<file path="src/rtl/boreal_policy_vm.sv">
// boreal_policy_vm: walks mailbox words, clamps each, emits gate actions.
// Optional nonce echo check: define BOREAL_VM_NONCE_CHECK_EN.
module boreal_policy_vm #(
  parameter int          MB_WORDS    = 4,
  parameter logic [31:0] CLAMP_MAX   = 32'd100,
  parameter logic [31:0] TARGET_BASE = 32'h0000_0010,
  parameter logic [31:0] OPCODE      = 32'd1,
  parameter logic [31:0] POLICY_HASH = 32'hA5A5_0001,
  parameter int          BUDGET      = 255
) (
  input  logic                    clk,
  input  logic                    rst_n,
  input  logic [32*MB_WORDS-1:0]  mb_ai,
  input  logic                    start,
  output logic                    act_valid,
  output logic [511:0]            act_data,
  input  logic                    gate_resp_valid,
  input  logic [159:0]            gate_resp_data,
  output logic                    done,
  output logic                    timeout,
  output logic                    nonce_err,
  output logic [7:0]              deny_cnt
);

  localparam int IW = (MB_WORDS > 1) ? $clog2(MB_WORDS) : 1;
  localparam int BW = $clog2(BUDGET + 1);

  typedef enum logic [2:0] {
    S_IDLE,
    S_LOAD,
    S_CLAMP,
    S_EMIT,
    S_WAIT,
    S_DONE
  } state_e;

  state_e         state_q, state_d;
  logic [IW-1:0]  idx_q, idx_d;
  logic [BW-1:0]  bcnt_q, bcnt_d;
  logic [31:0]    r0_q, r0_d;
  logic [31:0]    r1_q, r1_d;
  logic [31:0]    nonce_q, nonce_d;
  logic [7:0]     deny_q, deny_d;
  logic           done_q, done_d;
  logic           tmo_q, tmo_d;
  logic           nerr_q, nerr_d;
  logic           av_q, av_d;
  logic [511:0]   ad_q, ad_d;

  logic [31:0]    words [MB_WORDS];
  logic           active;
  logic           abort;
  logic           resp_ok;
  logic           bad_nonce;
  logic           last;
  logic           unused_resp;

  for (genvar g = 0; g < MB_WORDS; g++) begin : g_words
    assign words[g] = mb_ai[32*g +: 32];
  end

  assign active  = (state_q == S_LOAD) || (state_q == S_CLAMP) ||
                   (state_q == S_EMIT) || (state_q == S_WAIT);
  assign abort   = start && active && (bcnt_q == BW'(BUDGET));
  assign resp_ok = start && (state_q == S_WAIT) &&
                   gate_resp_valid && !abort;
  assign last    = (idx_q == IW'(MB_WORDS - 1));

`ifdef BOREAL_VM_NONCE_CHECK_EN
  assign bad_nonce   = resp_ok && (gate_resp_data[31:0] != nonce_q);
  assign unused_resp = ^gate_resp_data[159:33];
`else
  assign bad_nonce   = 1'b0;
  assign unused_resp = ^{gate_resp_data[159:33], gate_resp_data[31:0]};
`endif

  always_ff @(posedge clk or negedge rst_n) begin
    if (!rst_n) begin
      state_q <= S_IDLE;
    end else begin
      state_q <= state_d;
    end
  end

  // Budget abort overrides every other transition of an active run.
  always_comb begin
    state_d = state_q;
    if (!start) begin
      state_d = S_IDLE;
    end else if (abort) begin
      state_d = S_DONE;
    end else begin
      unique case (state_q)
        S_IDLE:  state_d = S_LOAD;
        S_LOAD:  state_d = S_CLAMP;
        S_CLAMP: state_d = S_EMIT;
        S_EMIT:  state_d = S_WAIT;
        S_WAIT: begin
          if (resp_ok) begin
            state_d = (bad_nonce || last) ? S_DONE : S_LOAD;
          end
        end
        S_DONE:  state_d = S_DONE;
        default: state_d = S_IDLE;
      endcase
    end
  end

  always_comb begin
    idx_d   = idx_q;
    bcnt_d  = bcnt_q;
    r0_d    = r0_q;
    r1_d    = r1_q;
    nonce_d = nonce_q;
    deny_d  = deny_q;
    tmo_d   = tmo_q;
    nerr_d  = nerr_q;
    av_d    = 1'b0;
    ad_d    = ad_q;
    if (!start) begin
      tmo_d  = 1'b0;
      nerr_d = 1'b0;
    end else begin
      unique case (state_q)
        S_IDLE: begin
          idx_d  = '0;
          bcnt_d = '0;
          deny_d = '0;
          tmo_d  = 1'b0;
          nerr_d = 1'b0;
        end
        S_LOAD: begin
          r0_d = words[idx_q];
        end
        S_CLAMP: begin
          r1_d = (r0_q > CLAMP_MAX) ? CLAMP_MAX : r0_q;
        end
        S_EMIT: begin
          if (!abort) begin
            av_d            = 1'b1;
            ad_d            = '0;
            ad_d[31:0]      = OPCODE;
            ad_d[63:32]     = TARGET_BASE + 32'(idx_q);
            ad_d[95:64]     = r1_q;
            ad_d[191:160]   = POLICY_HASH;
            ad_d[255:224]   = nonce_q;
          end
        end
        S_WAIT: begin
          if (resp_ok && !bad_nonce) begin
            nonce_d = nonce_q + 32'd1;
            if (!gate_resp_data[32] && (deny_q != 8'hFF)) begin
              deny_d = deny_q + 8'd1;
            end
            if (!last) begin
              idx_d = idx_q + IW'(1);
            end
          end
        end
        default: ;
      endcase
      if (active && !abort) begin
        bcnt_d = bcnt_q + BW'(1);
      end
      if (abort) begin
        tmo_d = 1'b1;
      end
      if (bad_nonce) begin
        nerr_d = 1'b1;
      end
    end
    done_d = (state_d == S_DONE);
  end

  always_ff @(posedge clk or negedge rst_n) begin
    if (!rst_n) begin
      idx_q   <= '0;
      bcnt_q  <= '0;
      r0_q    <= '0;
      r1_q    <= '0;
      nonce_q <= '0;
      deny_q  <= '0;
      done_q  <= 1'b0;
      tmo_q   <= 1'b0;
      nerr_q  <= 1'b0;
      av_q    <= 1'b0;
      ad_q    <= '0;
    end else begin
      idx_q   <= idx_d;
      bcnt_q  <= bcnt_d;
      r0_q    <= r0_d;
      r1_q    <= r1_d;
      nonce_q <= nonce_d;
      deny_q  <= deny_d;
      done_q  <= done_d;
      tmo_q   <= tmo_d;
      nerr_q  <= nerr_d;
      av_q    <= av_d;
      ad_q    <= ad_d;
    end
  end

  assign act_valid = av_q;
  assign act_data  = ad_q;
  assign done      = done_q;
  assign timeout   = tmo_q;
  assign nonce_err = nerr_q;
  assign deny_cnt  = deny_q;

endmodule

</file>
<file path="config.mk">
export PLATFORM = sky130hd
export DESIGN_NAME = boreal_policy_vm
export DESIGN_NICKNAME = d
export VERILOG_FILES = /design/src/rtl/boreal_policy_vm.sv
export SDC_FILE = /design/constraint.sdc
export NUM_CORES = 1
export LEC_CHECK = 0
export CORE_AREA = 5 5 314 316
export CTS_BUF_LIST = sky130_fd_sc_hd__clkbuf_16
export DETAILED_ROUTE_END_ITERATION = 8
export DIE_AREA = 0 0 319 321
export PLACE_DENSITY = 0.41
export RECOVER_POWER = 25
export SLEW_MARGIN = 20
export SYNTH_ARGS = -nofsm -noshare
export SYNTH_HDL_FRONTEND = slang
export SYNTH_SLANG_ARGS = --single-unit
</file>
<file path="constraint.sdc">
create_clock -name clk -period 2.45 [get_ports clk]
set_input_delay 0.6125 -clock clk [delete_from_list [all_inputs] [get_ports clk]]
set_output_delay 0.6125 -clock clk [all_outputs]
set_load 0.01 [all_outputs]
</file>
==> results of run 1 <==
## critical path, stage by stage
cell	delay, ps
clkdlybuf4s50_1	610
nor3b_1	270
o2111ai_2	240
buf_12	220
nor4_4	260
buf_4	200
nand4_1	130
xnor2_1	170
## through the flow
step	instance area, sq um	std cells	total power, uW	TNS (ps)
after floorplan	13420	1498	5334	0
after global placement	14230	2561	5652	-32440
after detailed placement	14230	2561	5682	-33950
after CTS	14890	2593	8889	0
after global routing	14860	2593	9194	0
final	14870	2594	8694	0
## area by class of cell
cell class              instances  area [sq um]
well taps                    1276          1597
flip-flops and latches        187          4682
fillers                     10710         80840
clock inverters                15         227.7
diodes                          1         2.502
inverters                       9         33.78
multi-input cells             825          5234
repair buffers                264          2665
clock buffers                  17         425.4
## metal layers
layer  vias up  GRT usage [%]  wire length [microns]
li1       3201              -                      -
met1      3511          8.202                  14690
met2       343          9.434                  15400
met3        32          2.227                   2776
met4         2          1.890                    514
met5         -              0                     13
## worst paths after layout
kind                             startpoint           end  slack [ps]  depth (start not counted)
worst max-delay path                  start   nonce_q[29]         100                          8
worst min-delay path            nonce_q[31]   nonce_q[31]         490                          1
worst max register to register    bcnt_q[0]   nonce_q[29]         220                          9
worst min register to register  nonce_q[31]   nonce_q[31]         490                          1
max in group asynchronous             rst_n  act_data[82]         450                          2
min in group asynchronous             rst_n  act_data[90]         540                          1
## layout by cell type (no fill, tap or decap), types with 7 or more instances in the layout
master,n
a21oi_1,14
a22o_1,7
and3_1,7
buf_12,11
buf_4,32
clkbuf_16,17
clkdlybuf4s50_1,219
conb_1,436
dfrtp_1,185
inv_1,8
mux2_2,100
mux4_2,32
nand2_1,24
nand3_1,19
nand4_1,10
nor2_1,25
nor2b_1,25
nor3_1,10
nor4_1,7
o21ai_0,12
xnor2_1,29
xor2_1,8
## cell families after synthesis
kind of cell | Yosys count | share of synthesized area [%]
buffers and inverters | 486 | 29.99
muxes | 132 | 15.67
xor gates and xnor gates | 37 | 2.750
DFF | 187 | 39.72
other | 1 | 0.03183
and+or+nand+nor | 158 | 7.964
adders and majority gates | 5 | 0.5097
AOI/OAI and AO/OA | 57 | 3.366
## state kept, by name (all words and copies together), names as in the netlist
signal / count
bcnt_q: 8
state_q: 3
timeout: 1
r0_q: 32
nonce_q: 32
deny_cnt: 8
idx_q: 2
act_data: 67
act_valid: 1
done: 1
r1_q: 32
## power breakdown
part / internal, uW / switching, uW
Sequential: 3430 / 275
Combinational: 919 / 975
Clock: 1520 / 1570
## cells in the mapped netlist, drive strengths merged, types with 2 or more instances
library cell | count | area (sq um)
a211o | 3 | 35.04
a211oi | 2 | 15.01
a21oi | 14 | 70.07
a22o | 7 | 61.31
a22oi | 2 | 15.01
a31o | 2 | 17.52
a31oi | 4 | 25.02
a41oi | 2 | 17.52
and2 | 4 | 25.02
and3 | 7 | 43.79
and4 | 3 | 26.28
buf | 464 | 3451
clkbuf | 13 | 48.80
dfrtp | 187 | 4679
ha | 4 | 50.05
inv | 8 | 30.03
mux2 | 100 | 1126
mux4 | 32 | 720.7
nand2 | 24 | 90.09
nand3 | 19 | 95.09
nand4 | 12 | 87.58
nor2 | 26 | 97.59
nor2b | 25 | 156.4
nor3 | 12 | 76.33
nor3b | 2 | 15.01
nor4 | 13 | 145.1
o2111ai | 2 | 23.77
o21ai | 12 | 60.06
o22a | 2 | 17.52
or2 | 5 | 31.28
xnor2 | 29 | 254.0
xor2 | 8 | 70.07
==> results_dict.tcl, run 1 <==
set metrics [dict create \
    avgRoutedWirePerCell_microns 12.88 \
    gp_congestion 0.7420 \
    cts_tree "yes" \
    ant_nets 0 \
    power_leakage_uw 0.006660 \
    slew_violations 56 \
    top_level_ports 816 \
    failing_checks "capacitance limit, slew limit" \
    relSlewSlack_pct -13.58 \
    synth-main-ff-cell "dfrtp_1" \
    placementRows 114 \
    detail_route.drc_violations 0 \
    worst_hold_check_path_type "reg -> reg" \
    clock.fmax_ghz 0.4263 \
    clk_path_buf_depth 2 \
    clk_root_buffer_cell "clkbuf_16" \
    wire_length_of_the_first_global_routing_pass_microns 47000 \
    power.ir.vdd_worst_mv 0.5471 \
    insertion_delay_ps 500 \
    unrepaired_setup_endpoints_after_global_routing "false" \
    area_growth_syn_to_layout_pct 26.18 \
    critical_path.max_fanout 12 \
    fin_nets 1600 \
    timing_worst_setup_path_type "in -> reg" \
    period_minus_slack_ps 2346 \
    postCtsSetupRepairBufs 0 \
    drt_iter0_drcs 218 \
    start_util_pct 12.31 \
    finalWirelength_microns 33400 \
    synth_cells 1063 \
    synth_enable_flop_cells 0 \
    viasPerCell 2.733 \
    antenna_found_initial 5 \
    cts.reportedPaths.clkPinSlew_ps 90 \
    grt_pass1_vias 7195 \
    clock_sink_count 187 \
    cp-start-kind "input pin" \
    tightestPinTransition_ps 1704 \
    fraction_of_final_layout_cells_with_drive_strength_greater_than_1_pct 17.54 \
    worst_slack_ps 104.4 \
    detailedPlace.worstSlack_ps -442.4 \
    dieWidth_microns 319 \
    pin_count_of_the_biggest_net_entering_global_routing 59 \
    setup_viol 0 \
    cap_violations 1 \
    core-area_sq_um 95710 \
    synthesis.yosys.warnings 0 \
    detail_route.first_pass.iterations 4 \
    hpwl_microns 27360 \
    final.hold.worst_slack_ps 488.9 \
    fp.dieArea_sq_um 102400 \
    outcome "complete, but fails checks" \
    clock-skew-final_ps 17.46 \
    synth_area_sq_um 11780 \
    clock_tree.htree_level_count 4 \
    synth_seq_cells 187 \
    synth-async-reset-ratio_pct 100.0 \
    numPortBuffers 220 \
    cp_data_arrival_time_ps 2730 \
    power_density_nw_per_um2 584.8 \
    netlist-cell-type-count 57 \
    post_cts_hold_buffer_count 0 \
    grt-ovfl-total 0 \
    final_hold_viols 0 \
    final_core_utilization_pct 15.53 \
    timing.final.crit_share_pct 95.74 \
    tritoncts.num_buffers 17 \
    post_synth.cell_area_avg_sq_um 11.08 \
    synth_sequential_area_ratio_pct 39.72 \
    track_usage_pct 6.178 \
    route.vias.total 7089 \
    end_kind "flip-flop" \
    postCtsResizedCells 0 \
    die_h_microns 321 \
    data_required_time_at_the_worst_endpoint_ps 2830 \
]
No activity file was read; power rests on OpenSTA's default activity.
==> run 2: changes to the inputs <==
--- a/config.mk
+++ b/config.mk
@@ -7,6 +7,7 @@
 export LEC_CHECK = 0
 export CORE_AREA = 5 5 314 316
 export CTS_BUF_LIST = sky130_fd_sc_hd__clkbuf_16
+export CTS_CLUSTER_SIZE = 28
 export DETAILED_ROUTE_END_ITERATION = 8
 export DIE_AREA = 0 0 319 321
 export PLACE_DENSITY = 0.41
==> results of run 2 <==
Same layout as run 1: the final DEF is identical, and so are final timing and power.
